===== config.mk =====
export PLATFORM = sky130hd
export DESIGN_NAME = pc_seq
export DESIGN_NICKNAME = d
export VERILOG_FILES = /design/src/rtl/pc_seq.sv
export SDC_FILE = /design/constraint.sdc
export NUM_CORES = 1
export LEC_CHECK = 0
export BUFFER_PORTS_ARGS = -buffer_cell sky130_fd_sc_hd__buf_2
export CORE_UTILIZATION = 56
export CTS_BUF_LIST = sky130_fd_sc_hd__clkbuf_4 sky130_fd_sc_hd__clkbuf_8
export CTS_CLUSTER_DIAMETER = 150
export DETAILED_ROUTE_END_ITERATION = 8
export GPL_TIMING_DRIVEN = 0
export PLACE_DENSITY = 0.85
export SYNTH_ARGS = -nofsm -noshare
export SYNTH_HDL_FRONTEND = slang
export SYNTH_SLANG_ARGS = --single-unit

===== constraint.sdc =====
create_clock -name clk -period 4.35 [get_ports clk]
set_input_delay 0.2175 -clock clk [delete_from_list [all_inputs] [get_ports clk]]
set_output_delay 0.2175 -clock clk [all_outputs]
set_load 0.03 [all_outputs]

===== src/rtl/pc_seq.sv =====
// Program-counter sequencer: fetch address generation, pipeline squash, return stack
// and single-level interrupt entry/exit with sticky stop/error reporting.
module pc_seq #(
   parameter int unsigned       ADDR_W      = 12,
   parameter int unsigned       STACK_DEPTH = 8,
   parameter int unsigned       KILL_DEPTH  = 2,
   parameter logic [ADDR_W-1:0] INT_VECTOR  = ADDR_W'('h004)
) (
   input  logic                             clk,
   input  logic                             reset,
   input  logic                             pause,
   input  logic                             goto,
   input  logic                             call,
   input  logic                             skip,
   input  logic                             ret,
   input  logic                             reti,
   input  logic [ADDR_W-1:0]                goto_addr,
   input  logic                             irq,
   input  logic                             ei,
   input  logic                             di,
   output logic [ADDR_W-1:0]                pc_out,
   output logic                             kill,
   output logic                             irq_ack,
   output logic                             stopped,
   output logic                             error,
   output logic [1:0]                       error_code,
   output logic                             int_en,
   output logic [$clog2(STACK_DEPTH+1)-1:0] stack_level
);

   localparam int unsigned LVL_W  = $clog2(STACK_DEPTH + 1);
   localparam int unsigned IDX_W  = $clog2(STACK_DEPTH);
   localparam int unsigned KCNT_W = $clog2(KILL_DEPTH + 1);

   localparam logic [1:0] ERR_CALL_OVF = 2'b01;
   localparam logic [1:0] ERR_IRQ_OVF  = 2'b10;
   localparam logic [1:0] ERR_RETI_UNF = 2'b11;

   logic [ADDR_W-1:0] pc_q, pc_d;
   logic [KCNT_W-1:0] kcnt_q, kcnt_d;
   logic [LVL_W-1:0]  level_q, level_d;
   logic              int_en_q, int_en_d;
   logic              irq_ack_q, irq_ack_d;
   logic              stopped_q, stopped_d;
   logic              error_q, error_d;
   logic [1:0]        error_code_q, error_code_d;

   logic [ADDR_W-1:0] stack_q [STACK_DEPTH];
   logic              push;
   logic [ADDR_W-1:0] push_data;
   logic [ADDR_W-1:0] top;
   logic              advance, full, empty, killing;

   assign advance = !pause && !stopped_q;
   assign killing = (kcnt_q != '0);
   assign full    = (level_q == LVL_W'(STACK_DEPTH));
   assign empty   = (level_q == '0);
   // Combinational top-of-stack read lets ret/reti finish in one cycle.
   assign top     = empty ? '0 : stack_q[IDX_W'(level_q - LVL_W'(1))];

   always_comb begin
      pc_d         = pc_q;
      kcnt_d       = kcnt_q;
      level_d      = level_q;
      int_en_d     = int_en_q;
      irq_ack_d    = 1'b0;
      stopped_d    = stopped_q;
      error_d      = error_q;
      error_code_d = error_code_q;
      push         = 1'b0;
      push_data    = pc_q;

      if (advance) begin
         if (di) begin
            int_en_d = 1'b0;
         end else if (ei) begin
            int_en_d = 1'b1;
         end

         if (killing) begin
            pc_d   = pc_q + ADDR_W'(1);
            kcnt_d = kcnt_q - KCNT_W'(1);
         end else if (irq && int_en_q) begin
            if (full) begin
               stopped_d    = 1'b1;
               error_d      = 1'b1;
               error_code_d = ERR_IRQ_OVF;
            end else begin
               // Resume at the oldest instruction squashed by this entry.
               push      = 1'b1;
               push_data = pc_q - ADDR_W'(KILL_DEPTH);
               level_d   = level_q + LVL_W'(1);
               pc_d      = INT_VECTOR;
               int_en_d  = 1'b0;
               kcnt_d    = KCNT_W'(KILL_DEPTH);
               irq_ack_d = 1'b1;
            end
         end else if (skip) begin
            pc_d   = pc_q + ADDR_W'(1);
            kcnt_d = KCNT_W'(1);
         end else if (goto || call) begin
            if (call && full) begin
               stopped_d    = 1'b1;
               error_d      = 1'b1;
               error_code_d = ERR_CALL_OVF;
            end else begin
               if (call) begin
                  push    = 1'b1;
                  level_d = level_q + LVL_W'(1);
               end
               pc_d   = goto_addr;
               kcnt_d = KCNT_W'(KILL_DEPTH);
            end
         end else if (reti) begin
            if (empty) begin
               stopped_d    = 1'b1;
               error_d      = 1'b1;
               error_code_d = ERR_RETI_UNF;
            end else begin
               pc_d     = top;
               level_d  = level_q - LVL_W'(1);
               kcnt_d   = KCNT_W'(KILL_DEPTH);
               int_en_d = 1'b1;
            end
         end else if (ret) begin
            if (empty) begin
               stopped_d = 1'b1;
            end else begin
               pc_d    = top;
               level_d = level_q - LVL_W'(1);
               kcnt_d  = KCNT_W'(KILL_DEPTH);
            end
         end else begin
            pc_d = pc_q + ADDR_W'(1);
         end
      end
   end

   always_ff @(posedge clk) begin
      if (reset) begin
         pc_q         <= '0;
         kcnt_q       <= KCNT_W'(KILL_DEPTH);
         level_q      <= '0;
         int_en_q     <= 1'b0;
         irq_ack_q    <= 1'b0;
         stopped_q    <= 1'b0;
         error_q      <= 1'b0;
         error_code_q <= 2'b00;
      end else begin
         pc_q         <= pc_d;
         kcnt_q       <= kcnt_d;
         level_q      <= level_d;
         int_en_q     <= int_en_d;
         irq_ack_q    <= irq_ack_d;
         stopped_q    <= stopped_d;
         error_q      <= error_d;
         error_code_q <= error_code_d;
      end
   end

   always_ff @(posedge clk) begin
      if (!reset && push) begin
         stack_q[IDX_W'(level_q)] <= push_data;
      end
   end

   assign pc_out      = pc_q;
   assign kill        = killing;
   assign irq_ack     = irq_ack_q;
   assign stopped     = stopped_q;
   assign error       = error_q;
   assign error_code  = error_code_q;
   assign int_en      = int_en_q;
   assign stack_level = level_q;

endmodule


==> flow_summary.toml <==
[synth]
synth_edf_count = 96
yosysUniqueCellTypes = 68
async_reset_ff_share_pct = 0
synth_top_cell_by_area = "edfxtp_1"
synth.top_cell.area_share_pct = 48.7
avgSynthCellArea_um2 = 12.6
synth_area_leaders = "edfxtp_1, mux4_2, dfxtp_1"
synth_seq_cells = 120
ys.flop_type = "edfxtp_1"
yosysWarnings = 0
syn_area_um2 = 5920
synth_nets = 500
seq_area_frac_synth_pct = 56.8
synth_cells = 471

[sta]
fin_worst_skew_ps = 12.2
layout_min_cycle_time_ps = 3810
maxSlewViolCount = 0
finalSetupViolations = 0
fin_crit_sh_pct = 87.5
finalHoldViolCount = 0
holdWs_ps = 131
tns_ps = 0
finalWorstSetupSlack_ps = 543
clock.fmax_ghz = 0.263
worst_pin_slew_ps = 1330
slew_headroom_pct = 11.1
rsz0062_at_grt = "no"

[cts]
clockRootBuffer = "clkbuf_8"
cts_setup_buffers = 0
cts_tree = "built"
h-tree-depth = 4
post_cts_resized = 0
cts_buffer_depth = 2
cts_made_buffers = 17
clock_sinks = 120
clk_pin_slew_ps = 80
hold_buffers = 0
clk_latency_ps = 450

[final_layout]
drive_gt1_share_pct = 24.6
fin_nets = 565
insertedDiodeCount = 0
area.growth.synth_to_final_pct = 13.4
post_layout_nonfiller_instances = 685
fillers = 773

[critical_path]
slowest_delay_ps = 1040
cp_common_cell = "nand2_1"
cp-end-kind = "flop"
criticalPathCategory = "reg2reg"
cpMaxStageDelayCell = "nor2_1"
arrival_ps = 3860
r2r_end = "stack_q[7][11]"
crit_path_max_fanout = 12
critPathRequiredTime_ps = 4400
reg2reg_from = "stack_level[0]"
crit_path_end = "stack_q[7][11]"
path_cells = "buf_6 -> buf_2 -> inv_1 -> ha_1 -> nand3b_2 -> nand2_1 -> nor4_1 -> nand2_1 -> nor2_1"
ff2ff_path_depth = 9
cp-start-kind = "flop"
startpoint = "stack_level[0]"
r2r_setup_slack_ps = 540

[floorplan]
coreArea_um2 = 10300
rows = 37
dieWidth_um = 105
floorplan.initialDensity_pct = 57.6
io_pins = 46
design.die.area_um2 = 11000
fp.dieH_um = 105

[routing]
drt_wl_total_mm = 15.8
dr.first_iter.drc_count = 408
drc_errors = 0
vias = 4507
drtPass1Iterations = 7
postRouteAntennaNets = 0
routedWlPerCell_um = 23.1
vias_per_cell = 6.58

[global_routing]
grt_pass1_wl_mm = 24.4
antenna_found_initial = 0
grt_pass1_vias = 4374
overflow = 0
grt_max_degree = 17
track_usage_pct = 30.3

[power]
finalPower_w = 0.00250
p_seq_share_pct = 50.8
powerDensity_nw_per_um2 = 373
p_clk_share_pct = 38.6
p_sw_share_pct = 28.1
peakVddDrop_uv = 364
total_leakage_power_nw = 2.25
combPwrFrac_pct = 10.7
power_switching_w = 0.000702
internal_power_w = 0.00180

[place]
place.gp.congestion = 0.958
port_buffers = 44
pre_cts_ws_ps = 566
post-place-cells = 653
hpwl_mm = 10.8

[min_path]
worst_hold_path_type = "in2reg"

[outcome]
outcome = "finished, final reports clean"

[job]
cap_violations = 0
==> stage by stage <==
stage	instance area (um2)	util (%)
after floorplan	5920	-
after global placement	6310	61.4
after detailed placement	6340	61.7
after CTS	6720	65.4
after global routing	6720	65.4
final	6720	65.4
==> cells in the mapped netlist (all sizes together), types with 4 or more instances <==
library cell	number
o311ai	4
nand3	11
o22ai	5
a211oi	5
o2111ai	6
mux2i	5
o21ai	18
buf	18
nand2	37
xnor2	16
nor2	38
ha	6
o211ai	6
inv	10
nand3b	6
or2	4
and3	5
edfxtp	96
clkbuf	13
a31oi	5
xor2	6
dfxtp	24
nor3	17
mux4	24
a21oi	23
nor4	6
nand4	9
==> power groups by stage <==
stage | Sequential (W) | Clock [W] | Combinational [W]
after global placement | 0.00130 | 0 | 0.000253
after floorplan | 0.00130 | 0 | 0.000163
final | 0.00127 | 0.000965 | 0.000267
after CTS | 0.00127 | 0.000973 | 0.000260
after detailed placement | 0.00130 | 0 | 0.000259
after global routing | 0.00127 | 0.00102 | 0.000284
==> placed cells by master (no fill, tap or decap), types with 9 or more instances in the layout <==
| cell | n |
|---|---|
| a21oi_1 | 23 |
| buf_2 | 56 |
| clkbuf_1 | 13 |
| clkbuf_8 | 17 |
| dfxtp_1 | 24 |
| edfxtp_1 | 96 |
| inv_1 | 9 |
| mux4_2 | 24 |
| nand2_1 | 37 |
| nand3_1 | 11 |
| nand4_1 | 9 |
| nor2_1 | 37 |
| nor3_1 | 15 |
| o21ai_0 | 18 |
| xnor2_1 | 16 |
==> cells by family after synthesis <==
| kind of cell | Yosys count | share of synthesized area [%] |
|---|---|---|
| and+or+nand+nor | 152 | 13.3 |
| DFF | 120 | 56.8 |
| AOI/OAI and AO/OA | 101 | 12.2 |
| buffers and inverters | 41 | 3.23 |
| muxes | 29 | 9.97 |
| xor gates and xnor gates | 22 | 3.25 |
| adders and majority gates | 6 | 1.27 |
==> critical path: cells and delay by family, from the launching register on <==
kind | cells | cell delay (ps)
buf+inv | 3 | 720
flops | 1 | 370
fa+ha+maj | 1 | 330
simple gates | 5 | 1990
==> cell type report <==
cell class	count	area, um2	area share, %
inverters	10	37.5	0.559
flip-flops and latches	120	3360	50.0
repair buffers	46	239	3.56
clock inverters	15	143	2.12
clock buffers	17	234	3.48
multi-input cells	310	2380	35.4
well taps	136	170	2.53
plain buffers	31	154	2.29
==> per-layer routing <==
layer / GRT usage (%) / wire [um] / vias up
met5: 0 / 0 / -
met4: 16.3 / 611 / 0
met3: 6.18 / 1280 / 49
li1: - / - / 1978
met2: 48.1 / 7560 / 281
met1: 39.3 / 6380 / 2199
==> worst min path at each step <==
| stage | start | end | slack (ps) | cells after the start |
|---|---|---|---|---|
| global route | goto_addr[6] | pc_out[6] | 150 | 3 |
| global placement | error | error | 430 | 2 |
| floorplan | pause | kcnt_q[0] | 460 | 2 |
| finish | goto_addr[6] | pc_out[6] | 130 | 3 |
| CTS | goto_addr[6] | pc_out[6] | 120 | 3 |
| detailed placement | error | error | 440 | 2 |
==> state kept, by name, indices dropped and copies added, names as in the netlist <==
register / count
irq_ack: 1
stack_level: 4
error: 1
stack_q: 96
int_en: 1
pc_out: 12
kcnt_q: 2
error_code: 2
stopped: 1
No activity file was read; power rests on OpenSTA's default activity.
